==> config.mk <==
export PLATFORM = sky130hd
export DESIGN_NAME = hall_conditioner
export DESIGN_NICKNAME = d
export VERILOG_FILES = /design/src/rtl/hall_conditioner.sv
export SDC_FILE = /design/constraint.sdc
export NUM_CORES = 1
export LEC_CHECK = 0
export CAP_MARGIN = 20
export CORE_ASPECT_RATIO = 1.4
export CORE_UTILIZATION = 44
export CTS_CLUSTER_SIZE = 16
export DETAILED_ROUTE_END_ITERATION = 8
export HOLD_SLACK_MARGIN = 0.06
export PLACE_DENSITY = 0.72
export SLEW_MARGIN = 5
export SYNTH_ARGS = -nofsm -noshare
export SYNTH_HDL_FRONTEND = slang
export SYNTH_SLANG_ARGS = --single-unit
==> constraint.sdc <==
create_clock -name clock -period 5 [get_ports clock]
set_input_delay 0.5 -clock clock [delete_from_list [all_inputs] [get_ports clock]]
set_output_delay 0.5 -clock clock [all_outputs]
set_load 0.02 [all_outputs]
==> src/rtl/hall_conditioner.sv <==
// Hall sensor conditioner: synchroniser, glitch filter, code classification, direction and period.
// Build option HALL_FAULT_LATCH_EN makes the fault output sticky until reset.
module hall_conditioner #(
    parameter int FILTER_CYCLES = 16,
    parameter int PERIOD_WIDTH  = 16
) (
    input  logic                    clock,
    input  logic                    reset,
    input  logic [2:0]              hall_raw,
    output logic [2:0]              hall,
    output logic                    hall_valid,
    output logic                    edge_strobe,
    output logic                    direction,
    output logic [PERIOD_WIDTH-1:0] period,
    output logic                    stalled,
    output logic                    fault
);

    localparam int                      CNT_W   = $clog2(FILTER_CYCLES + 1);
    localparam logic [CNT_W-1:0]        CNT_MAX = CNT_W'(FILTER_CYCLES);
    localparam logic [PERIOD_WIDTH-1:0] PMAX    = '1;

    // Forward rotation order: 001 > 011 > 010 > 110 > 100 > 101 > 001
    function automatic logic [2:0] fwd_next(input logic [2:0] code);
        logic [2:0] nxt;
        case (code)
            3'b001:  nxt = 3'b011;
            3'b011:  nxt = 3'b010;
            3'b010:  nxt = 3'b110;
            3'b110:  nxt = 3'b100;
            3'b100:  nxt = 3'b101;
            3'b101:  nxt = 3'b001;
            default: nxt = 3'b000;
        endcase
        return nxt;
    endfunction

    function automatic logic code_legal(input logic [2:0] code);
        return (code != 3'b000) && (code != 3'b111);
    endfunction

    function automatic logic [CNT_W-1:0] filt_sat_inc(input logic [CNT_W-1:0] cnt);
        return (cnt >= CNT_MAX) ? CNT_MAX : cnt + 1'b1;
    endfunction

    function automatic logic [PERIOD_WIDTH-1:0] period_sat_inc(input logic [PERIOD_WIDTH-1:0] cnt);
        return (cnt == PMAX) ? PMAX : cnt + 1'b1;
    endfunction

    logic [2:0]              hall_sync_p0;
    logic [2:0]              hall_sync_p1;
    logic [2:0]              candidate;
    logic [CNT_W-1:0]        filt_count;
    logic [PERIOD_WIDTH-1:0] cycle_count;

    logic             same;
    logic [CNT_W-1:0] filt_count_next;
    logic             accept;
    logic             new_legal;
    logic             old_legal;
    logic             is_fwd;
    logic             is_rev;
    logic             fault_evt;

    always_comb begin
        same            = (hall_sync_p1 == candidate);
        filt_count_next = same ? filt_sat_inc(filt_count) : CNT_W'(1);
        accept          = same && (filt_count_next == CNT_MAX) && (candidate != hall);
        new_legal       = code_legal(candidate);
        old_legal       = code_legal(hall);
        is_fwd          = new_legal && old_legal && (fwd_next(hall) == candidate);
        is_rev          = new_legal && old_legal && (fwd_next(candidate) == hall);
        // Skips between two legal codes and any entry into 000/111 are faults
        fault_evt       = accept && (!new_legal || (old_legal && !is_fwd && !is_rev));
    end

    always_ff @(posedge clock) begin
        if (reset) begin
            hall_sync_p0 <= 3'b000;
            hall_sync_p1 <= 3'b000;
            candidate    <= 3'b000;
            filt_count   <= '0;
            hall         <= 3'b000;
            hall_valid   <= 1'b0;
            edge_strobe  <= 1'b0;
            direction    <= 1'b1;
            fault        <= 1'b0;
        end else begin
            // Stage p0/p1: two-flop synchroniser on the asynchronous sensor inputs
            hall_sync_p0 <= hall_raw;
            hall_sync_p1 <= hall_sync_p0;

            // Filter and classification stage
            if (!same) begin
                candidate <= hall_sync_p1;
            end
            filt_count  <= filt_count_next;
            edge_strobe <= is_fwd || is_rev ? accept : 1'b0;
            if (accept) begin
                hall       <= candidate;
                hall_valid <= new_legal;
                if (is_fwd) begin
                    direction <= 1'b1;
                end else if (is_rev) begin
                    direction <= 1'b0;
                end
            end
`ifdef HALL_FAULT_LATCH_EN
            fault <= fault | fault_evt;
`else
            fault <= fault_evt;
`endif
        end
    end

    // Period stage: runs one cycle behind the strobe, counter restarts at 1
    always_ff @(posedge clock) begin
        if (reset) begin
            cycle_count <= PMAX;
            period      <= PMAX;
            stalled     <= 1'b1;
        end else if (edge_strobe) begin
            cycle_count <= PERIOD_WIDTH'(1);
            period      <= cycle_count;
            stalled     <= 1'b0;
        end else begin
            cycle_count <= period_sat_inc(cycle_count);
            if (period_sat_inc(cycle_count) == PMAX) begin
                stalled <= 1'b1;
                period  <= PMAX;
            end
        end
    end

endmodule

### Yosys cells after proc, flatten, opt, wreduce, memory -nomap -nowiden

Cells that the tools add are included.
Widths: inputs -> output; s select.

| word-level totals | value |
|---|---|
| flip-flop bits (word level) | 54 |
| word-level logic and storage cells | 72 |
| input port bits | 5 |
| output and inout bits | 24 |

| operators by class | value |
|---|---|
| order comparisons | 1 |
| bitwise operators | 1 |
| reductions and logical operators | 22 |
| eq/ne operators | 21 |
| muxes and demuxes | 12 |
| add/sub/neg operators | 2 |

Operator list:

| operator | number |
|---|---|
| $mux 16 | 4 |
| $pmux 3 s6 | 2 |
| $eq 16x16->1 const B | 2 |
| $eq 3x3->1 const B | 6 |
| $add 16x1->16 const B | 1 |
| $eq 3x2->1 const B | 4 |
| $logic_and 1x1->1 | 10 |
| $mux 5 | 2 |
| $eq 3x3->1 | 3 |
| $eq 3x1->1 const B | 2 |
| $ne 3x3->1 const B | 2 |
| $reduce_bool 3->1 | 2 |
| $add 5x1->5 const B | 1 |
| $eq 5x5->1 const B | 1 |
| $ge 5x5->1 const B | 1 |
| $mux 1 | 4 |
| $reduce_bool 2->1 | 2 |
| $reduce_or 2->1 | 2 |
| $logic_not 1->1 | 3 |
| $ne 3x3->1 | 1 |
| $logic_or 1x1->1 | 2 |
| $reduce_and 2->1 | 1 |
| $not 1->1 | 1 |

### Depth between registers and ports, before layout

| logic depth | value |
|---|---|
| word-level depth | 9 |
| gate-level depth with buffers | 8 |
| depth with buffers taken out | 7 |

### Worst setup path after synthesis

Ideal clock, no wire load.

| timing path | value |
|---|---|
| kind | flip-flop to flip-flop |
| start point | register cycle_count[0] |
| end point | register period[7] |
| path buffers | 1 |
| setup slack | 2.787 ns |
| data arrival time | 2.144 ns |
| clock period less this slack | 2.213 ns |
| stages on the path, launching flop included | 9 |
| required time | 4.931 ns |
| cells stage by stage | dfxtp_1 -> ha_1 -> nand3_4 -> or3_1 -> a32o_1 -> nor4_4 -> buf_6 -> nor3_2 -> o21bai_2 |

| on the way | value |
|---|---|
| longest elaborated chain between the ends | 4 |
| elaborated cells on any way between the ends | 5 |
| classes of those cells | 1 x add/sub; 2 x eq/ne; 1 x mux; 1 x reduce/logical |

Ends and longest elaborated chain:

| what | line | source |
|---|---|---|
| start: declaration | 54 | `logic [PERIOD_WIDTH-1:0] cycle_count;` |
| start signal: assignment | 127 | `cycle_count <= period_sat_inc(cycle_count);` |
| $add 16x1->16 / $eq 16x16->1 (equally long branches) | 47 | `return (cnt == PMAX) ? PMAX : cnt + 1'b1;` |
| $mux 16 * | 47 |  |
| $eq 16x16->1 * | 128 | `if (period_sat_inc(cycle_count) == PMAX) begin` |
| $reduce_bool 2->1 (no source line) * | n/a |  |
| end signal: assignment | 124 | `period <= cycle_count;` |
| end: declaration | 14 | `output logic [PERIOD_WIDTH-1:0] period,` |

Every way passes the cells marked *; elsewhere a longest branch is shown, timed or not.
A chain may end at the register's enable or synchronous reset.

### Final worst setup path

| timing path | value |
|---|---|
| start point | register cycle_count[0] |
| end point | register period[9] |

The elaborated chain is that of the path after synthesis.

==> flow_summary.yaml <==
clock_network:
  cts_tree: "yes"
  cts_setup_buffers: 0
  cts_root_buf: "clkbuf_8"
  clockBufferDepth: 2
  cts_max_level: 2
  clk_latency_ns: 0.31
  cts_hold_buf: 0
  clk_pin_slew_worst_paths_ns: 0.10
  cts_sinks: 54
  cts.repair.resized: 0
  numCtsBuffers: 5
flow_run:
  maxCapViolCount: 0
cells_and_area:
  num_antenna_cells: 0
  regArea_sq_mm: 0.00108
  n_fill_cell: 605
  multi_input_area_sq_mm: 0.00164
  layout-drive-gt1-share_pct: 18.1
  area_growth_pct: 13.2
  layoutNonFillerInstCount: 414
  fin_nets: 349
yosys:
  ys_warn_count: 0
  synth_mux_area_share_pct: 1.73
  ys_ff_latch: 54
  synth_edf_count: 0
  synth_area_per_cell_sq_um: 8.86
  synthAdderAreaFrac_pct: 1.30
  synth_top_family_by_area: "simple AND/OR/NAND/NOR gates"
  synthSimpleGateAreaFrac_pct: 28.3
  synthFlopType: "dfxtp_1"
  synth_nets: 334
  synth-xor-area-share_pct: 5.16
  synth_cell_types: 50
  synth-async-reset-ratio_pct: 0
  synth_compound_area_share_pct: 20.0
  synth_area_sq_mm: 0.00289
  syn_inst: 326
  ys_seq_area_share_pct: 37.4
die:
  start_util_pct: 45.9
  ioPinCount: 29
  coreArea_sq_mm: 0.00630
  dieArea_sq_mm: 0.00690
  placementRows: 34
  die_x_microns: 70.5
  die_y_microns: 97.9
drt:
  wirelength_mm: 5.98
  firstDrtPassIters: 6
  ant_nets: 0
  vias: 2342
  routed_via_density: 5.66
  drt_iter0_drc: 116
  drc_errors: 4
  wire_per_inst_microns: 14.4
global_routing:
  grt_usage_pct: 18.4
  grt_max_degree: 30
  grt_pass1_wl_mm: 10.3
  antenna_found_initial: 0
  grt_overflow: 0
  grt_pass1_vias: 2279
timing:
  tightest_slew_ns: 0.759
  period_needed_ns: 2.71
  fmax_mhz: 369
  setup_viol: 0
  max_slew_margin_pct: 49.4
  hold_violations: 0
  skew_ns: 0.00980
  tns_ns: 0
  rsz0062_at_grt: "false"
  slew_violations: 0
  finalCritPeriodShare_pct: 54.2
min_path:
  worstHoldPathType: "reg2reg"
placement:
  port_buffers: 28
  dp_hpwl_mm: 4.04
  dp_cells: 405
  gp_congestion: 0.851
run_status:
  violations: "design-rule violations"
  status: "finished with violations"
critical_path:
  cp.required_ns: 5.25
  path_max_fanout: 10
  crit_path_start_kind: "flip-flop"
  criticalPathCategory: "reg2reg"
  end_kind: "flip-flop"
  worst_ep_arrival_time_ns: 2.96
power:
  p_per_area_mw_per_mm2: 472
  p_leak_nw: 1.19
  vdd_ir_drop_max_mv: 0.248
-- final cells by class --
cell class	instances	area share, %
multi-input cells	240	50.1
clock buffers	8	3.37
well taps	72	2.76
repair buffers	34	10.1
flip-flops and latches	54	33.1
inverters	6	0.689
-- layer usage --
layer | global-route usage, % | up-vias | wire length, microns
met1 | 20.7 | 1110 | 2680
met5 | 0 | - | 0
met4 | 6.12 | 0 | 97
met3 | 3.61 | 9 | 176
li1 | - | 1183 | -
met2 | 34.1 | 40 | 3030
-- Yosys cell counts, types with 6 or more instances --
cell type	n	area [sq um]
a21oi_1	14	70.1
clkbuf_1	16	60.1
dfxtp_1	54	1080
inv_1	6	22.5
nand2_1	15	56.3
nand3_1	9	45.0
nor2_1	22	82.6
nor2b_1	10	62.6
nor3_1	17	85.1
nor3_2	9	90.1
o21ai_0	12	60.1
o21bai_1	14	105
o21bai_2	9	101
o22ai_1	16	100
or2_2	21	131
xnor2_1	13	114
-- state kept, by name (all words and copies together) (netlist names), 3 cells and up --
signal        count
filt_count        5
hall              3
candidate         3
cycle_count      16
hall_sync_p0      3
period           16
hall_sync_p1      3
-- final timing paths --
check	endpoint	depth (start not counted)	slack, ns	from
worst max-delay path	period[9]	8	2.29	cycle_count[0]
worst min-delay path	hall_sync_p1[0]	1	0.44	hall_sync_p0[0]
worst max register to register	period[9]	8	2.29	cycle_count[0]
worst min register to register	hall_sync_p1[0]	1	0.44	hall_sync_p0[0]
-- placed cells by master, fill, tap and decap left out, types with 2 or more instances in the layout --
| cell type | Yosys | layout |
|---|---|---|
| nor3_1 | 17 | 17 |
| clkbuf_8 | 3 | 8 |
| nor2_1 | 22 | 22 |
| inv_1 | 6 | 6 |
| nor3_2 | 9 | 9 |
| nor3b_1 | 2 | 2 |
| xor2_1 | 4 | 4 |
| a21o_1 | 2 | 2 |
| a21oi_1 | 14 | 14 |
| nor4_4 | 2 | 2 |
| o22ai_1 | 16 | 16 |
| or3_1 | 2 | 2 |
| nand2_1 | 15 | 15 |
| xnor2_1 | 13 | 13 |
| nand3_1 | 9 | 9 |
| o211ai_1 | 2 | 2 |
| clkdlybuf4s50_1 | 0 | 28 |
| o21bai_1 | 14 | 14 |
| o21bai_2 | 9 | 9 |
| nand3b_1 | 5 | 5 |
| buf_4 | 2 | 5 |
| dfxtp_1 | 54 | 54 |
| mux2i_1 | 5 | 5 |
| ha_1 | 3 | 3 |
| nor2b_1 | 10 | 10 |
| and3_1 | 3 | 3 |
| nand2b_1 | 4 | 4 |
| a31oi_1 | 4 | 4 |
| or2_2 | 21 | 21 |
| o21ai_0 | 12 | 12 |
| nand4_1 | 4 | 4 |
-- logic make-up (layout without fill, tap and decap cells) --
| group | Yosys count | in the layout |
|---|---|---|
| buffers and inverters | 32 | 48 |
| AND/OR/NAND/NOR | 133 | 133 |
| AO/OA/AOI/OAI | 82 | 82 |
| multiplexers | 5 | 5 |
| XOR/XNOR | 17 | 17 |
| flip-flops | 54 | 54 |
| adder cells (fa/ha/maj) | 3 | 3 |
-- power breakdown --
part	switching (W)	internal (W)	leakage (nW)	total, W
logic	0.000387	0.000276	0.692	0.000662
clock network	0.000140	0.000140	0.0575	0.000280
registers	0.000112	0.000491	0.441	0.000603
total	0.000638	0.000906	1.19	0.00154
-- through the flow --
| step | instance area (sq um) | setup WS (ns) | power, W | utilization, % | hold slack, ns |
|---|---|---|---|---|---|
| finish | 3270 | 2.29 | 0.00154 | 51.9 | 0.444 |
| global route | 3270 | 2.11 | 0.00166 | 51.9 | 0.465 |
| CTS | 3260 | 2.10 | 0.00155 | 51.7 | 0.450 |
| detailed placement | 3150 | 2.13 | 0.00127 | 50.0 | 0.428 |
| global placement | 3150 | 2.23 | 0.00126 | 50.0 | 0.419 |
| floorplan | 2890 | 2.79 | 0.00115 | - | 0.414 |
-- worst max-delay path: stages (launching register included) --
cell      delay [ns]
dfxtp_1         0.48
ha_1            0.35
nand3_4         0.17
or3_1           0.40
a32o_1          0.25
nor4_4          0.56
buf_6           0.24
nor3_2          0.06
o21bai_2        0.13
(Power assumes the default switching activity.)
